## src/rtl/branch_predictor.sv

```systemverilog
// Dynamic conditional-branch predictor: 2-bit saturating counters indexed by PC,
// with predictions tracked through ID/EX so they can be checked against the resolved outcome.
module branch_predictor #(
    parameter int ENTRIES   = 16,
    parameter int data_size = 32
) (
    input  logic                 clk,
    input  logic                 rst,
    input  logic [data_size-1:0] PC_IF,
    input  logic [6:0]           opcode_IF,
    input  logic                 Istall,
    input  logic                 Dstall,
    input  logic                 wfi_stall,
    input  logic                 resolve_valid,
    input  logic                 resolve_taken,
    output logic                 taken_sel,
    output logic                 mispredict,
    output logic [31:0]          branch_cnt,
    output logic [31:0]          miss_cnt
);

    localparam int IW = $clog2(ENTRIES);
    localparam logic [6:0] BTYPE = 7'b1100011;

    logic [1:0]    ctr_table [ENTRIES];
    logic          id_valid, ex_valid;
    logic [IW-1:0] id_idx, ex_idx;
    logic          id_pred, ex_pred;

    logic [IW-1:0] idx_IF;
    logic          is_btype;
    logic          flag_stall;
    logic          commit;
    logic          unused_pc_bits;

    assign idx_IF         = PC_IF[IW+1:2];
    assign unused_pc_bits = ^{PC_IF[data_size-1:IW+2], PC_IF[1:0]};
    assign is_btype       = (opcode_IF == BTYPE);
    assign flag_stall     = Istall | Dstall | wfi_stall;

    // The read at IF sees the table before any update on this edge: no bypass.
    assign taken_sel  = is_btype && ctr_table[idx_IF][1];
    assign mispredict = resolve_valid && ex_valid && (resolve_taken != ex_pred);
    assign commit     = resolve_valid && ex_valid && !flag_stall;

    always_ff @(posedge clk) begin
        if (rst) begin
            for (int i = 0; i < ENTRIES; i++) begin
                ctr_table[i] <= 2'b01;
            end
            id_valid   <= 1'b0;
            id_idx     <= '0;
            id_pred    <= 1'b0;
            ex_valid   <= 1'b0;
            ex_idx     <= '0;
            ex_pred    <= 1'b0;
            branch_cnt <= 32'd0;
            miss_cnt   <= 32'd0;
        end else if (!flag_stall) begin
            if (commit) begin
                if (resolve_taken) begin
                    if (ctr_table[ex_idx] != 2'b11) begin
                        ctr_table[ex_idx] <= ctr_table[ex_idx] + 2'd1;
                    end
                end else if (ctr_table[ex_idx] != 2'b00) begin
                    ctr_table[ex_idx] <= ctr_table[ex_idx] - 2'd1;
                end
                if (branch_cnt != 32'hFFFF_FFFF) begin
                    branch_cnt <= branch_cnt + 32'd1;
                end
                if (mispredict && (miss_cnt != 32'hFFFF_FFFF)) begin
                    miss_cnt <= miss_cnt + 32'd1;
                end
            end
            // A mispredict means IF/ID hold wrong-path instructions, so drop both.
            id_valid <= is_btype && !mispredict;
            id_idx   <= idx_IF;
            id_pred  <= taken_sel;
            ex_valid <= id_valid && !mispredict;
            ex_idx   <= id_idx;
            ex_pred  <= id_pred;
        end
    end

endmodule

```

## config.mk

```make
export PLATFORM = sky130hd
export DESIGN_NAME = branch_predictor
export DESIGN_NICKNAME = d
export VERILOG_FILES = /design/src/rtl/branch_predictor.sv
export SDC_FILE = /design/constraint.sdc
export NUM_CORES = 1
export LEC_CHECK = 0
export CORE_ASPECT_RATIO = 0.8
export CORE_MARGIN = 1
export CORE_UTILIZATION = 45
export CTS_BUF_LIST = sky130_fd_sc_hd__clkbuf_4
export CTS_CLUSTER_DIAMETER = 60
export DETAILED_ROUTE_END_ITERATION = 7
export MAX_ROUTING_LAYER = met4
export PLACE_DENSITY = 0.72
export SYNTH_ARGS = -nofsm -noshare
export SYNTH_HDL_FRONTEND = slang
export SYNTH_SLANG_ARGS = --single-unit
```

## constraint.sdc

```tcl
create_clock -name clk -period 6.9 [get_ports clk]
set_clock_uncertainty 0.05 [all_clocks]
set_input_delay 0.69 -clock clk [delete_from_list [all_inputs] [get_ports clk]]
set_output_delay 0.69 -clock clk [all_outputs]
set_load 0.01 [all_outputs]
```

# Word level (Yosys, flattened, before mapping)
# Memory sizes are Yosys's and may differ from the RTL's. A register that Yosys moved wholly into a read port is not among the register bits.
# Cells that the tools add are included.
# word_totals
register_bits	76
latch_bits	0
ramBits	32
mem_bits_ro	0
inputBits	46
word_cells	55
n_memories	1
# memory_table
name	depth	word_bits	rd	rd_clocked_by_memory_dff	write_ports	line_no	rtl
ctr_table	16	2	2	1	16	25	logic [1:0] ctr_table [ENTRIES];
# op_classes
n_addsub	4
n_mul	0
n_div	0
order_cmp	0
n_eq_ne	5
shifts	0
muxes	20
n_bitwise	4
n_reduce_logical	13
# ops
operator	n
32-bit by 1-bit adder with 32-bit output (second input constant)	2
32-bit != test (second input constant)	2
1-bit two-way mux	15
4-bit two-way mux	3
7-bit == test (second input constant)	1
1-bit logical AND	7
3-bit AND reduction	2
2-bit two-way mux	2
1-bit OR	3
2-bit by 1-bit adder with 2-bit output (second input constant)	1
1-bit zero test	2
2-bit != test (second input constant)	1
2-bit nonzero test	1
2-bit OR reduction	1
2-bit by 1-bit subtractor with 2-bit output (second input constant)	1
1-bit != test	1
1-bit inverter	1

# Depth between registers and ports, before layout
# Gate-level depths: netlist of run 1.
# logic_depth
depth_word	11
mapped_depth	8

# Worst setup path before layout of run 1
# OpenSTA, ideal clock, no wires.
# synth_timing
kind	input -> register
from	in Dstall
to	reg miss_cnt[22]
setup_time_ns	0.070
arrival_ns	2.722
setup_slack_ns	4.057
stages	7
n_path_buf	2
path_cell_list	or3_1 clkbuf_1 or3_1 buf_2 or4_4 or4_1 a21oi_1
# synth_via
elab_chain_len	5
# synth_lines
element	line_no	rtl
start: declaration	12	input logic Dstall,
1-bit OR * (2 in a row)	39	assign flag_stall = Istall | Dstall | wfi_stall;
1-bit zero test	--	
1-bit logical AND	44	assign commit = resolve_valid && ex_valid && !flag_stall;
3-bit AND reduction (no line) *	--	
end signal: assignment	72	miss_cnt <= miss_cnt + 32'd1;
end: declaration	19	output logic [31:0] miss_cnt
# Every way passes the cells marked *; elsewhere a longest branch is shown, timed or not.
# A chain may end at the register's enable or synchronous reset.

# Final worst setup path of run 1
# layout_timing
from	in PC_IF[2]
to	out taken_sel
# layout_via
elab_chain_len	2
# layout_lines
element	line_no	rtl
start: declaration	9	input logic [data_size-1:0] PC_IF,
memory 16 x 2 bit	--	
1-bit logical AND	42	assign taken_sel = is_btype && ctr_table[idx_IF][1];
end: declaration	16	output logic taken_sel,
# Every way passes these cells.

==> results.json, run 1 <==
{
  "grt_pass1_wl_um": 24500,
  "fin_area_um2": 6870,
  "synth_area_um2": 5790,
  "swShare": 0.225,
  "place_area_um2": 6720,
  "relSlewSlack": 0.212,
  "leakage_nw": 1.95,
  "rows": 36,
  "power.switching_mw": 0.246,
  "rsz0062_at_grt": "false",
  "clkSinkCount": 112,
  "p_seq_frac": 0.625,
  "period_minus_slack_ns": 3.75,
  "die_x_um": 129,
  "synthArstFlopShare": 0,
  "cts_setup_buffers": 0,
  "status": "finished clean",
  "dp_hpwl_um": 10500,
  "regArea_um2": 2560,
  "fill_cells": 1119,
  "gp_congestion": 0.882,
  "drt_pre_antenna_iters": 5,
  "synth.ff_latch_count": 112,
  "powerDensity_nw_per_um2": 159,
  "cts_resized": 0,
  "cts.clk_slew.worst_paths_ns": 0.16,
  "core_region_area_um2": 12300,
  "ioPinCount": 112,
  "syn-num-nets": 703,
  "grt_remaining_overflow": 0,
  "avgViaCountPerCell": 6.18,
  "endpoint_kind": "primary output",
  "die_area_um2": 13300,
  "ctsHoldBuffers": 0,
  "crit_fanout": 5,
  "cts_buffer_depth": 2,
  "fmax_mhz": 267,
  "synth_edf_count": 32,
  "drv_slew": 0,
  "drt-initial-drc-count": 558,
  "startpoint_type": "input port",
  "crit_chain": "clkdlybuf4s50_1, mux4_2, mux2_2, o211a_1, clkdlybuf4s50_1",
  "multi_input_area_um2": 3040,
  "fin_crit_sh": 0.543,
  "clock_power_share": 0.329,
  "worstMarginPinSlew_ns": 1.17,
  "comb_power_share": 0.046,
  "ctsHtreeMaxLevel": 3,
  "cp.arrival_ns": 3.01,
  "drtAntennaViolNets": 0,
  "cts_root_buf": "clkbuf_4",
  "vias": 5491,
  "port_buffers": 83,
  "seq_area_frac_synth": 0.442,
  "area_growth_pct": 18.5,
  "worstPathRequired_ns": 6.16,
  "drc_errors": 0,
  "drive_above_1_share": 0.0571,
  "power.internal_mw": 0.849,
  "setup_viol": 0,
  "cts_tree": "built",
  "cpMaxStageDelayCell": "clkdlybuf4s50_1",
  "setup_tns_ns": 0,
  "ys_warn_count": 0,
  "wirelength_um": 15100,
  "diodes": 0,
  "yosysUniqueCellTypes": 47,
  "hold_path.class": "reg2reg",
  "ys.flop_type": "dfxtp_1",
  "grt_max_degree": 49,
  "critical-path-max-stage-delay_ns": 0.72,
  "grt_pass1_vias": 4940,
  "peakVddDrop_mv": 0.0783,
  "nets": 762,
  "routedWlPerCell_um": 17.0,
  "start_util": 0.469,
  "drv_cap": 0,
  "die_y_um": 103,
  "numCtsBuffers": 9,
  "clk_latency_ns": 0.48,
  "hold_viol_final": 0,
  "avgSynthCellArea_um2": 8.84,
  "antenna_found_initial": 0,
  "synthCells": 655,
  "criticalPathCategory": "in2out",
  "crit_top_cell": "clkdlybuf4s50_1",
  "grt_usage": 0.240
}
worst max-delay path: cells and delay by family:
kind	cells	cell delay, ns
buf+inv	2	1.21
mux	2	0.86
compound gates	1	0.24
power groups by stage:
| stage | clock, mW | combinational, mW | sequential (mW) |
|---|---|---|---|
| floorplan | 0 | 0.0316 | 0.697 |
| global placement | 0 | 0.0490 | 0.698 |
| detailed placement | 0 | 0.0496 | 0.699 |
| CTS | 0.368 | 0.0497 | 0.684 |
| global route | 0.390 | 0.0543 | 0.686 |
| finish | 0.361 | 0.0499 | 0.684 |
worst paths after layout:
| check | start | end | slack (ns) | depth (start not counted) |
|---|---|---|---|---|
| worst max-delay path | PC_IF[2] | taken_sel | 3.15 | 5 |
| worst min-delay path | id_pred | ex_pred | 0.41 | 2 |
| worst max register to register | flop | ctr_table[7][1] | 3.66 | 5 |
| worst min register to register | id_pred | ex_pred | 0.41 | 2 |
cell usage after synthesis (2+ instances only):
cell type  count  share of area
o31ai_1       43          0.056
a22oi_1        4         0.0052
or3_1         12          0.013
edfxtp_1      32           0.17
nor3_1        29          0.025
a21oi_1       82          0.071
o311ai_0       2         0.0030
and3_1        15          0.016
buf_1          2         0.0013
buf_2          3         0.0026
nand3b_1       3         0.0039
and4_1         9          0.014
mux4_2        12          0.047
nand3_1       30          0.026
mux2i_1        4         0.0069
nor2b_1        2         0.0022
and3b_1        2         0.0030
clkbuf_1      34          0.022
mux2_2         2         0.0039
ha_1           2         0.0043
dfxtp_1       80           0.28
nor4_1         8         0.0086
xnor2_1        7          0.011
nand2_1       82          0.053
nor2_1        42          0.027
o21ai_0       12          0.010
nand4_1       19          0.021
and2_1         5         0.0054
a211oi_1       4         0.0052
or4_1         39          0.051
inv_1         11         0.0071
a41oi_1        2         0.0030
a31o_2         2         0.0030
nand4bb_1      2         0.0039
nand2b_1       4         0.0043
cells in the final DEF (no fill, tap or decap), types with 5 or more instances in the layout:
cell type        count
nand2_1             82
a21oi_1             82
clkdlybuf4s50_1     82
dfxtp_1             80
o31ai_1             43
nor2_1              42
or4_1               39
edfxtp_1            32
nand3_1             30
nor3_1              28
nand4_1             19
and3_1              15
mux4_2              12
or3_1               12
o21ai_0             12
inv_1               11
clkbuf_4            10
and4_1               9
nor4_1               8
xnor2_1              7
and2_1               5
registers in the layout, summed over array words and instances (netlist names), named ones only:
signal and flops:
branch_cnt 32, id_pred 1, id_valid 1, ctr_table 32, id_idx 4, ex_valid 1, miss_cnt 32, ex_pred 1
ex_idx 4
per-layer routing:
| layer | wire [um] | vias to the layer above | GRT usage |
|---|---|---|---|
| met5 | 0 | - | - |
| met4 | 215 | 0 | 0.0697 |
| met3 | 1120 | 19 | 0.0417 |
| met2 | 6960 | 217 | 0.376 |
| met1 | 6810 | 2631 | 0.321 |
| li1 | - | 2624 | - |
final cells by class:
| cell class | instances | share of cell area |
|---|---|---|
| Timing Repair Buffer | 87 | 0.125 |
| Inverter | 11 | 0.00601 |
| Clock inverter | 5 | 0.0108 |
| Multi-Input combinational cell | 493 | 0.443 |
| Clock buffer | 10 | 0.0109 |
| Sequential cell | 112 | 0.373 |
| Tap cell | 171 | 0.0312 |
per-stage QoR:
step                power, mW   util  cells  hold slack, ns  worst slack (ns)
floorplan               0.728      -    655           0.377              4.06
global placement        0.747  0.544    874           0.384              3.03
detailed placement      0.748  0.544    874           0.390              2.99
CTS                      1.10  0.556    889           0.409              3.12
global route             1.13  0.556    889           0.426              3.05
finish                   1.09  0.556    889           0.406              3.15
cell families after synthesis:
logic type / Yosys count / synth area share
buf+inv: 50 / 0.0330
xor+xnor: 8 / 0.0121
simple gates: 308 / 0.285
mux: 18 / 0.0575
compound gates: 157 / 0.166
flops: 112 / 0.442
fa+ha+maj: 2 / 0.00432
No activity file was read; power rests on OpenSTA's default activity.
==> run 2, diff against run 1 <==
==> constraint.sdc (replaced) <==
create_clock -name clk -period 3.6 [get_ports clk]
set_clock_uncertainty 0.05 [all_clocks]
set_input_delay 0.36 -clock clk [delete_from_list [all_inputs] [get_ports clk]]
set_output_delay 0.36 -clock clk [all_outputs]
set_load 0.01 [all_outputs]
==> run 2 against run 1 <==
Net effect: sequential power rose by 92%; non-clock buffer count rose by 8; hold slack got worse by 0.0081 ns; die area did not move; power rose by 85%; via count rose by 1.3%; final cell count rose by 1.0%; sequential share of layout area fell by 0.22 points; combinational power rose by 99%; register-to-register slack got worse by 3.1 ns; largest power group unchanged.
==> results.json, run 2 (same netlist as run 1, synthesis figures left out) <==
{
  "status": "finished clean",
  "period_minus_slack_ns": 3.09,
  "rows": 36,
  "grt_remaining_overflow": 0,
  "area_growth_pct": 19.2,
  "dp_hpwl_um": 10500,
  "gp_congestion": 0.903,
  "crit_chain": "clkdlybuf4s50_1, mux4_2, mux2_2, o211a_1, clkdlybuf4s50_1",
  "cts_resized": 0,
  "fill_cells": 1150,
  "port_buffers": 83,
  "critical-path-max-stage-delay_ns": 0.71,
  "core_region_area_um2": 12300,
  "crit_top_cell": "clkdlybuf4s50_1",
  "wirelength_um": 15100,
  "grt_pass1_wl_um": 24300,
  "ctsHtreeMaxLevel": 3,
  "ctsHoldBuffers": 0,
  "r2r-end": "ctr_table[13][1]",
  "cp.arrival_ns": 2.68,
  "cts_buffer_depth": 2,
  "endpoint_kind": "primary output",
  "worstMarginPinSlew_ns": 1.01,
  "relSlewSlack": 0.321,
  "hold_path.class": "in2reg",
  "die_area_um2": 13300,
  "cts.clk_slew.worst_paths_ns": 0.16,
  "drt_pre_antenna_iters": 5,
  "powerDensity_nw_per_um2": 294,
  "cts_root_buf": "clkbuf_4",
  "cts_setup_buffers": 0,
  "fin_crit_sh": 0.858,
  "drt-initial-drc-count": 448,
  "regArea_um2": 2560,
  "avgViaCountPerCell": 6.19,
  "place_area_um2": 6780,
  "routedWlPerCell_um": 16.8,
  "top_regs": "branch_cnt: 32 flops, ctr_table: 32 flops, miss_cnt: 32 flops",
  "drv_cap": 0,
  "cts_tree": "built",
  "setup_tns_ns": 0,
  "cpMaxStageDelayCell": "clkdlybuf4s50_1",
  "crit_fanout": 5,
  "r2r_cells": 5,
  "grt_max_degree": 54,
  "final_core_util": 0.560,
  "fmax_mhz": 324,
  "clk_latency_ns": 0.48,
  "drtAntennaViolNets": 0,
  "regToRegSetupSlack_ns": 0.54,
  "nets": 770,
  "diodes": 0,
  "grt_usage": 0.239,
  "multi_input_area_um2": 3040,
  "criticalPathCategory": "in2out",
  "drive_above_1_share": 0.0660,
  "drv_slew": 0,
  "worstPathRequired_ns": 3.19,
  "hold_viol_final": 0,
  "vias": 5560,
  "whs_endpoint": "miss_cnt[19]",
  "antenna_found_initial": 0,
  "die_x_um": 129,
  "min_from": "rst",
  "drc_errors": 0,
  "most-common-layout-cells": "nand2_1 (82), a21oi_1 (82), clkdlybuf4s50_1 (82), dfxtp_1 (80), o31ai_1 (43)",
  "clkSinkCount": 112,
  "setup_viol": 0,
  "fin_area_um2": 6910,
  "numCtsBuffers": 9,
  "leakage_nw": 1.98,
  "rsz0062_at_grt": "false",
  "cp-startpoint": "PC_IF[2]",
  "ioPinCount": 112,
  "grt_pass1_vias": 4953,
  "peakVddDrop_mv": 0.151,
  "hold_path_depth": 3,
  "start_util": 0.469,
  "die_y_um": 103,
  "startpoint_type": "input port"
}
-- run 2: cell count changes in the layout (fill, tap and decap cells not counted) --
cell	before	now
inv_2	1	0
clkinv_1	0	2
bufinv_16	2	1
buf_4	4	12
clkbuf_4	10	11
-- run 2: area by class of cell --
cell class / count / area share
sequential: 112 / 0.371
inverter: 11 / 0.00598
clock buffer: 11 / 0.0120
multi-input combinational: 493 / 0.441
tap: 171 / 0.0310
clock inverter: 5 / 0.00688
timing repair buffer: 95 / 0.133
-- run 2: where the power goes --
| part | total (mW) | switching [mW] | internal (mW) |
|---|---|---|---|
| combinational | 0.0994 | 0.0590 | 0.0404 |
| sequential | 1.31 | 0.00732 | 1.31 |
| clock | 0.617 | 0.395 | 0.222 |
| total | 2.03 | 0.462 | 1.57 |
-- run 2: worst max-delay path by stage --
stage | to | slack, ns
2_1_floorplan | ctr_table[0][0] | 0.99
3_3_place_gp | taken_sel | 0.50
5_1_grt | ctr_table[3][0] | 0.34
6_report | taken_sel | 0.51
3_5_place_dp | miss_cnt[22] | 0.51
4_1_cts | taken_sel | 0.52
-- run 2: through the flow --
stage	setup slack [ns]	power (mW)	hold WS, ns	cells
after floorplan	0.990	1.40	0.377	655
after global placement	0.503	1.43	0.384	882
after detailed placement	0.511	1.44	0.390	882
after CTS	0.519	2.04	0.361	898
after global routing	0.343	2.10	0.376	898
final	0.512	2.03	0.398	898
-- run 2: per-layer routing --
layer,wire length [um],global-route usage
met3,1060,0.0453
met2,7020,0.380
met5,0,-
met4,170,0.0706
met1,6810,0.312
-- run 2: critical path, delay by kind of cell --
kind	cells	cell delay, ns
AO/OA/AOI/OAI	1	0.25
buffers and inverters	2	1.20
multiplexers	2	0.87
==> run 3, diff against run 2 <==
--- a/config.mk
+++ b/config.mk
@@ -13,6 +13,7 @@
 export DETAILED_ROUTE_END_ITERATION = 7
 export MAX_ROUTING_LAYER = met4
 export PLACE_DENSITY = 0.72
+export SKIP_CTS_REPAIR_TIMING = 1
 export SYNTH_ARGS = -nofsm -noshare
 export SYNTH_HDL_FRONTEND = slang
 export SYNTH_SLANG_ARGS = --single-unit
==> results of run 3 <==
Same layout as run 2: the final DEF is identical, and so are final timing and power.
